[src/rtl/count_sequencer.sv]
// -----------------------------------------------------------------------------
// count_sequencer
// Run-control sequencer for a free-running counter. Owns the count register and
// steps it through load / run / pause / terminal-count under a start/ack
// handshake. Supports one-shot and periodic (auto-reload) runs with a
// programmable period and a tick prescaler of DIV run cycles per count step.
//
// Parameters
//   WIDTH   counter and period width in bits
//   DIV     run cycles per counter advance (>= 1)
//
// Ports
//   clk     in   1      rising-edge clock
//   reset   in   1      asynchronous active-low reset
//   start   in   1      run request, sampled in IDLE only
//   period  in   WIDTH  ticks per run, latched on accepted start
//   mode    in   1      0 one-shot, 1 periodic, latched on accepted start
//   pause   in   1      level, freezes counting in RUN/HOLD
//   stop    in   1      aborts the run, highest priority in RUN/HOLD
//   ack     in   1      clears done, sampled in DONE only
//   count   out  WIDTH  current count
//   busy    out  1      high in LOAD, RUN, HOLD
//   done    out  1      high in DONE until ack
//   tc      out  1      one-cycle terminal-count pulse
//   err     out  1      one-cycle pulse on start with period == 0
// -----------------------------------------------------------------------------
module count_sequencer #(
  parameter int unsigned WIDTH = 4,
  parameter int unsigned DIV   = 1
) (
  input  logic             clk,
  input  logic             reset,
  input  logic             start,
  input  logic [WIDTH-1:0] period,
  input  logic             mode,
  input  logic             pause,
  input  logic             stop,
  input  logic             ack,
  output logic [WIDTH-1:0] count,
  output logic             busy,
  output logic             done,
  output logic             tc,
  output logic             err
);

  // Prescaler needs at least one bit even when DIV == 1 (always ticks).
  localparam int unsigned PW = (DIV > 1) ? $clog2(DIV) : 1;
  localparam logic [PW-1:0] PRE_LAST = PW'(DIV - 1);

  typedef enum logic [2:0] {
    S_IDLE = 3'd0,
    S_LOAD = 3'd1,
    S_RUN  = 3'd2,
    S_HOLD = 3'd3,
    S_DONE = 3'd4
  } state_t;

  state_t           state_q,  state_d;
  logic [WIDTH-1:0] count_q,  count_d;
  logic [WIDTH-1:0] period_q, period_d;
  logic             mode_q,   mode_d;
  logic [PW-1:0]    pre_q,    pre_d;
  logic             busy_q,   busy_d;
  logic             done_q,   done_d;
  logic             tc_q,     tc_d;
  logic             err_q,    err_d;

  logic             tick;
  logic [WIDTH-1:0] term_cnt;
  logic             at_term;

  assign tick     = (pre_q == PRE_LAST);
  assign term_cnt = period_q - WIDTH'(1);
  assign at_term  = (count_q == term_cnt);

  // Next-state and next-output logic.
  always_comb begin
    state_d  = state_q;
    count_d  = count_q;
    period_d = period_q;
    mode_d   = mode_q;
    pre_d    = pre_q;
    tc_d     = 1'b0;
    err_d    = 1'b0;

    unique case (state_q)
      S_IDLE: begin
        if (start) begin
          if (period == '0) begin
            err_d = 1'b1;
          end else begin
            period_d = period;
            mode_d   = mode;
            state_d  = S_LOAD;
          end
        end
      end

      S_LOAD: begin
        count_d = '0;
        pre_d   = '0;
        state_d = S_RUN;
      end

      S_RUN: begin
        if (stop) begin
          // Abort wins over a coincident terminal tick: no tc.
          count_d = '0;
          pre_d   = '0;
          state_d = S_IDLE;
        end else if (pause) begin
          // Pause wins over a coincident tick; prescaler phase is kept.
          state_d = S_HOLD;
        end else if (tick) begin
          pre_d = '0;
          if (at_term) begin
            tc_d = 1'b1;
            if (mode_q) begin
              count_d = '0;
            end else begin
              state_d = S_DONE;
            end
          end else begin
            count_d = count_q + WIDTH'(1);
          end
        end else begin
          pre_d = pre_q + PW'(1);
        end
      end

      S_HOLD: begin
        if (stop) begin
          count_d = '0;
          pre_d   = '0;
          state_d = S_IDLE;
        end else if (!pause) begin
          state_d = S_RUN;
        end
      end

      S_DONE: begin
        if (ack) begin
          state_d = S_IDLE;
        end
      end

      default: begin
        state_d = S_IDLE;
      end
    endcase

    // Status flags follow the state being entered so they line up with it.
    busy_d = (state_d == S_LOAD) || (state_d == S_RUN) || (state_d == S_HOLD);
    done_d = (state_d == S_DONE);
  end

  // State and output registers.
  always_ff @(posedge clk or negedge reset) begin
    if (!reset) begin
      state_q  <= S_IDLE;
      count_q  <= '0;
      period_q <= '0;
      mode_q   <= 1'b0;
      pre_q    <= '0;
      busy_q   <= 1'b0;
      done_q   <= 1'b0;
      tc_q     <= 1'b0;
      err_q    <= 1'b0;
    end else begin
      state_q  <= state_d;
      count_q  <= count_d;
      period_q <= period_d;
      mode_q   <= mode_d;
      pre_q    <= pre_d;
      busy_q   <= busy_d;
      done_q   <= done_d;
      tc_q     <= tc_d;
      err_q    <= err_d;
    end
  end

  assign count = count_q;
  assign busy  = busy_q;
  assign done  = done_q;
  assign tc    = tc_q;
  assign err   = err_q;

endmodule

[config.mk]
export PLATFORM = sky130hd
export DESIGN_NAME = count_sequencer
export DESIGN_NICKNAME = d
export VERILOG_FILES = /design/src/rtl/count_sequencer.sv
export SDC_FILE = /design/constraint.sdc
export NUM_CORES = 1
export LEC_CHECK = 0
export CAP_MARGIN = 20
export CORE_MARGIN = 3
export CORE_UTILIZATION = 51
export DETAILED_ROUTE_END_ITERATION = 8
export HOLD_SLACK_MARGIN = 0.12
export PLACE_DENSITY = 0.83
export SLEW_MARGIN = 15
export SYNTH_ARGS = -nofsm -noshare
export SYNTH_HDL_FRONTEND = slang
export SYNTH_SLANG_ARGS = --single-unit
[constraint.sdc]
create_clock -name clk -period 5 [get_ports clk]
set_input_delay 0.5 -clock clk [delete_from_list [all_inputs] [get_ports clk]]
set_output_delay 0.5 -clock clk [all_outputs]
set_load 0.01 [all_outputs]
==> run summary <==
- **height of the die** 46.0 um
- **via count of the first global-routing pass** 624
- **number of buffers added to fix hold violations after cts** 0
- **required time at the worst-slack endpoint** 5.18 ns
- **final period utilization** 42.5%
- **endpoint arrival time on the critical path** 2.31 ns
- **type of the worst setup path** reg2reg
- **top-level I/O count** 19
- **number of setup violations in the final report** 0
- **most instantiated library cell after synthesis** dfrtp_1
- **routed wire length** 1.62 mm
- **highest fanout seen on the critical path** 8
- **total congestion overflow** 0
- **largest area contributor in the synthesized netlist** dfrtp_1
- **Synthesis Warnings** 0
- **count of nets left with antenna violations after detail routing** 0
- **ordered cell list for the critical path** inv_1, ha_1, xnor2_1, nor4_4, mux2i_1, a311o_1
- **highest cell delay on the worst timing path** 0.52 ns
- **floorplan core area** 1400 sq um
- **time the final worst path needs with I/O delays and setup** 2.13 ns
- **count of pins over their slew limit** 0
- **R2R Setup Slk** 2.87 ns
- **area enclosed by the die boundary** 2120 sq um
- **cell area after synthesis** 816 sq um
- **class of the tightest hold or removal check** reg2reg
- **startpoint of the worst register-to-register path** period_q[0]
- **total CTS buffers** 3
- **Vias/cell** 5.77
- **post-placement cell area** 1010 sq um
- **first-pass GRT wire length** 2.59 mm
- **Hold Path Depth** 1
- **standby leakage power** 0.447 nW
- **Post-layout nets** 112
- **top cell type's share of synthesized area** 49.1%
- **number of gates given a new drive strength after cts** 0
- **number of vias after detailed routing** 652
- **summed area of non-filler cells in the final layout** 1050 sq um
- **peak clock frequency supported by timing** 0.470 GHz
- **register bit count reported by yosys** 16
- **clk buf depth** 2
- **fraction of layout instances using a drive strength above 1** 9.18%
- **count of max-cap constraint violations** 0
- **power per standard cell area** 508 nW/um^2
- **Cells after Synth** 76
- **proportion of synthesized chip area in sequential cells** 49.1%
- **final hold viol count** 0
- **DRC marker count from the first detailed-route iteration** 19
- **transition at the pin with the smallest max-transition slack** 0.945 ns
- **Clock Latency Late Sink** 0.30 ns
- **starting utilization of the core area** 58.3%
- **largest clock skew in the final design** 0.00674 ns
- **depth of the CTS H-tree** 1
- **min-delay src** period_q[3]
- **per-instance average area after synthesis** 10.7 sq um
- **count of buffers added by post-CTS timing repair for setup** 0
- **Net Count, Synth** 89
- **Wirelength per Cell** 14.3 um
- **All-Layer GR Usage** 17.5%
- **clock tree from TritonCTS** built
- **maximum number of pins on one net before global-route repair** 17
- **clock sink total** 16
- **slowest cell on the critical path** nor4_4
- **number of iterations in the first detailed-routing pass** 4
- **Peak supply drop** 320 uV
- **quantity of I/O buffers inserted on ports** 18
- **antenna violations before repair** 0
- **Site Rows** 13
- **depth of the worst register-to-register path** 6
- **worst slew margin relative to its limit** 36.1%
- **type of origin of the critical path** flip-flop
- **Synth async-reset ratio** 100%
- **top area cells in the synthesized netlist** dfrtp_1 (49%), xnor2_1 (6.4%), nand2_1 (5.1%)
- **number of enable-type register cells in the synthesized netlist** 0
- **clock tree root buffer cell** clkbuf_4
- **capture point of the worst reg-to-reg path** count[2]
- **primary flip-flop cell chosen by synthesis mapping** dfrtp_1
- **setup repair after global routing missed its margin** no
- **antenna diode instance count** 0
- **count of cell types in the netlist** 27
- **Post-synth top cells** dfrtp_1 (16), nand2_1 (11), nor2_1 (6), xnor2_1 (6), nor4b_1 (4)
- **floorplan die width** 46.0 um
- **total DRC errors in the routed layout** 0
- **clock-pin slew on the worst setup and hold paths** 0.09 ns
- **endpoint with the worst hold slack** period_q[3]
- **detailed placer's ending HPWL** 1.22 mm
- **weighted congestion reported at the end of routability-driven placement** 0.762
- **Layout area overhead** 28.8%
- **power after layout** 0.000534 W
- **outcome** complete, no violations
- **kind of capture point of the worst setup path** flip-flop
- **setup total negative slack** 0 ns
through the flow:
step,hold slack (ns),worst slack [ns],instances,utilization (%)
after global placement,0.503,2.58,109,72.5
after detailed placement,0.510,2.59,109,72.5
after floorplan,0.204,3.09,76,-
after CTS,0.532,2.86,113,75.1
final,0.532,2.87,113,75.1
after global routing,0.546,2.73,113,75.1
worst max path at each step:
stage / start / endpoint / slack (ns) / cells after the start
2_1_floorplan: period_q[0] / count[2] / 3.09 / 6
3_3_place_gp: start / busy / 2.58 / 5
3_5_place_dp: start / busy / 2.59 / 5
4_1_cts: start / busy / 2.86 / 5
5_1_grt: stop / count[2] / 2.73 / 5
6_report: period_q[0] / count[2] / 2.87 / 6
cell families after synthesis:
kind of cell | count (synthesis) | synth area share, %
flip-flops | 16 | 49.1
multiplexers | 3 | 3.83
buffers and inverters | 3 | 1.38
adder cells (fa/ha/maj) | 2 | 3.07
AND/OR/NAND/NOR | 33 | 23.8
XOR/XNOR | 6 | 6.44
AO/OA/AOI/OAI | 13 | 12.4
critical path: cells and delay by family (launching register included):
kind | cells | cell delay, ns
adder cells (fa/ha/maj) | 1 | 0.31
multiplexers | 1 | 0.15
XOR/XNOR | 1 | 0.16
AO/OA/AOI/OAI | 1 | 0.36
buffers and inverters | 1 | 0.09
flip-flops | 1 | 0.42
AND/OR/NAND/NOR | 1 | 0.52
registers in the layout, indices dropped and copies added (netlist names):
register	flops
period_q	4
tc	1
busy	1
state_q	3
done	1
count	4
err	1
mode_q	1
cells in the final DEF, fill, tap and decap left out, drive strengths merged, types with 2 or more instances in the layout:
cell	instances
clkbuf	4
ha	2
inv	3
clkdlybuf4s50	18
a311o	2
xnor2	6
dfrtp	16
nor2b	3
a22o	2
mux2i	2
nor2	6
o31ai	3
o21ai	2
nor3	2
nand2	11
nor4b	4
layer usage:
| layer | global-route usage [%] | routed length [um] | up-vias |
|---|---|---|---|
| met4 | 9.66 | 24 | 0 |
| met3 | 2.37 | 77 | 2 |
| met2 | 28.6 | 770 | 21 |
| met5 | 0 | 0 | - |
| li1 | - | - | 318 |
| met1 | 22.0 | 742 | 311 |
final cells by class:
| class | instances | area (sq um) |
|---|---|---|
| Inverter | 3 | 11.3 |
| Multi-Input combinational cell | 57 | 404 |
| Timing Repair Buffer | 18 | 180 |
| Fill cell | 104 | 348 |
| Sequential cell | 16 | 400 |
| Clock buffer | 4 | 36.3 |
| Tap cell | 15 | 18.8 |
where the power goes:
| part | switching (W) | internal, W | total [W] |
|---|---|---|---|
| Sequential | 0.0000440 | 0.000167 | 0.000211 |
| Combinational | 0.000119 | 0.000116 | 0.000235 |
| Clock | 0.0000435 | 0.0000444 | 0.0000880 |
| Total | 0.000207 | 0.000327 | 0.000534 |
(Power assumes the default switching activity.)
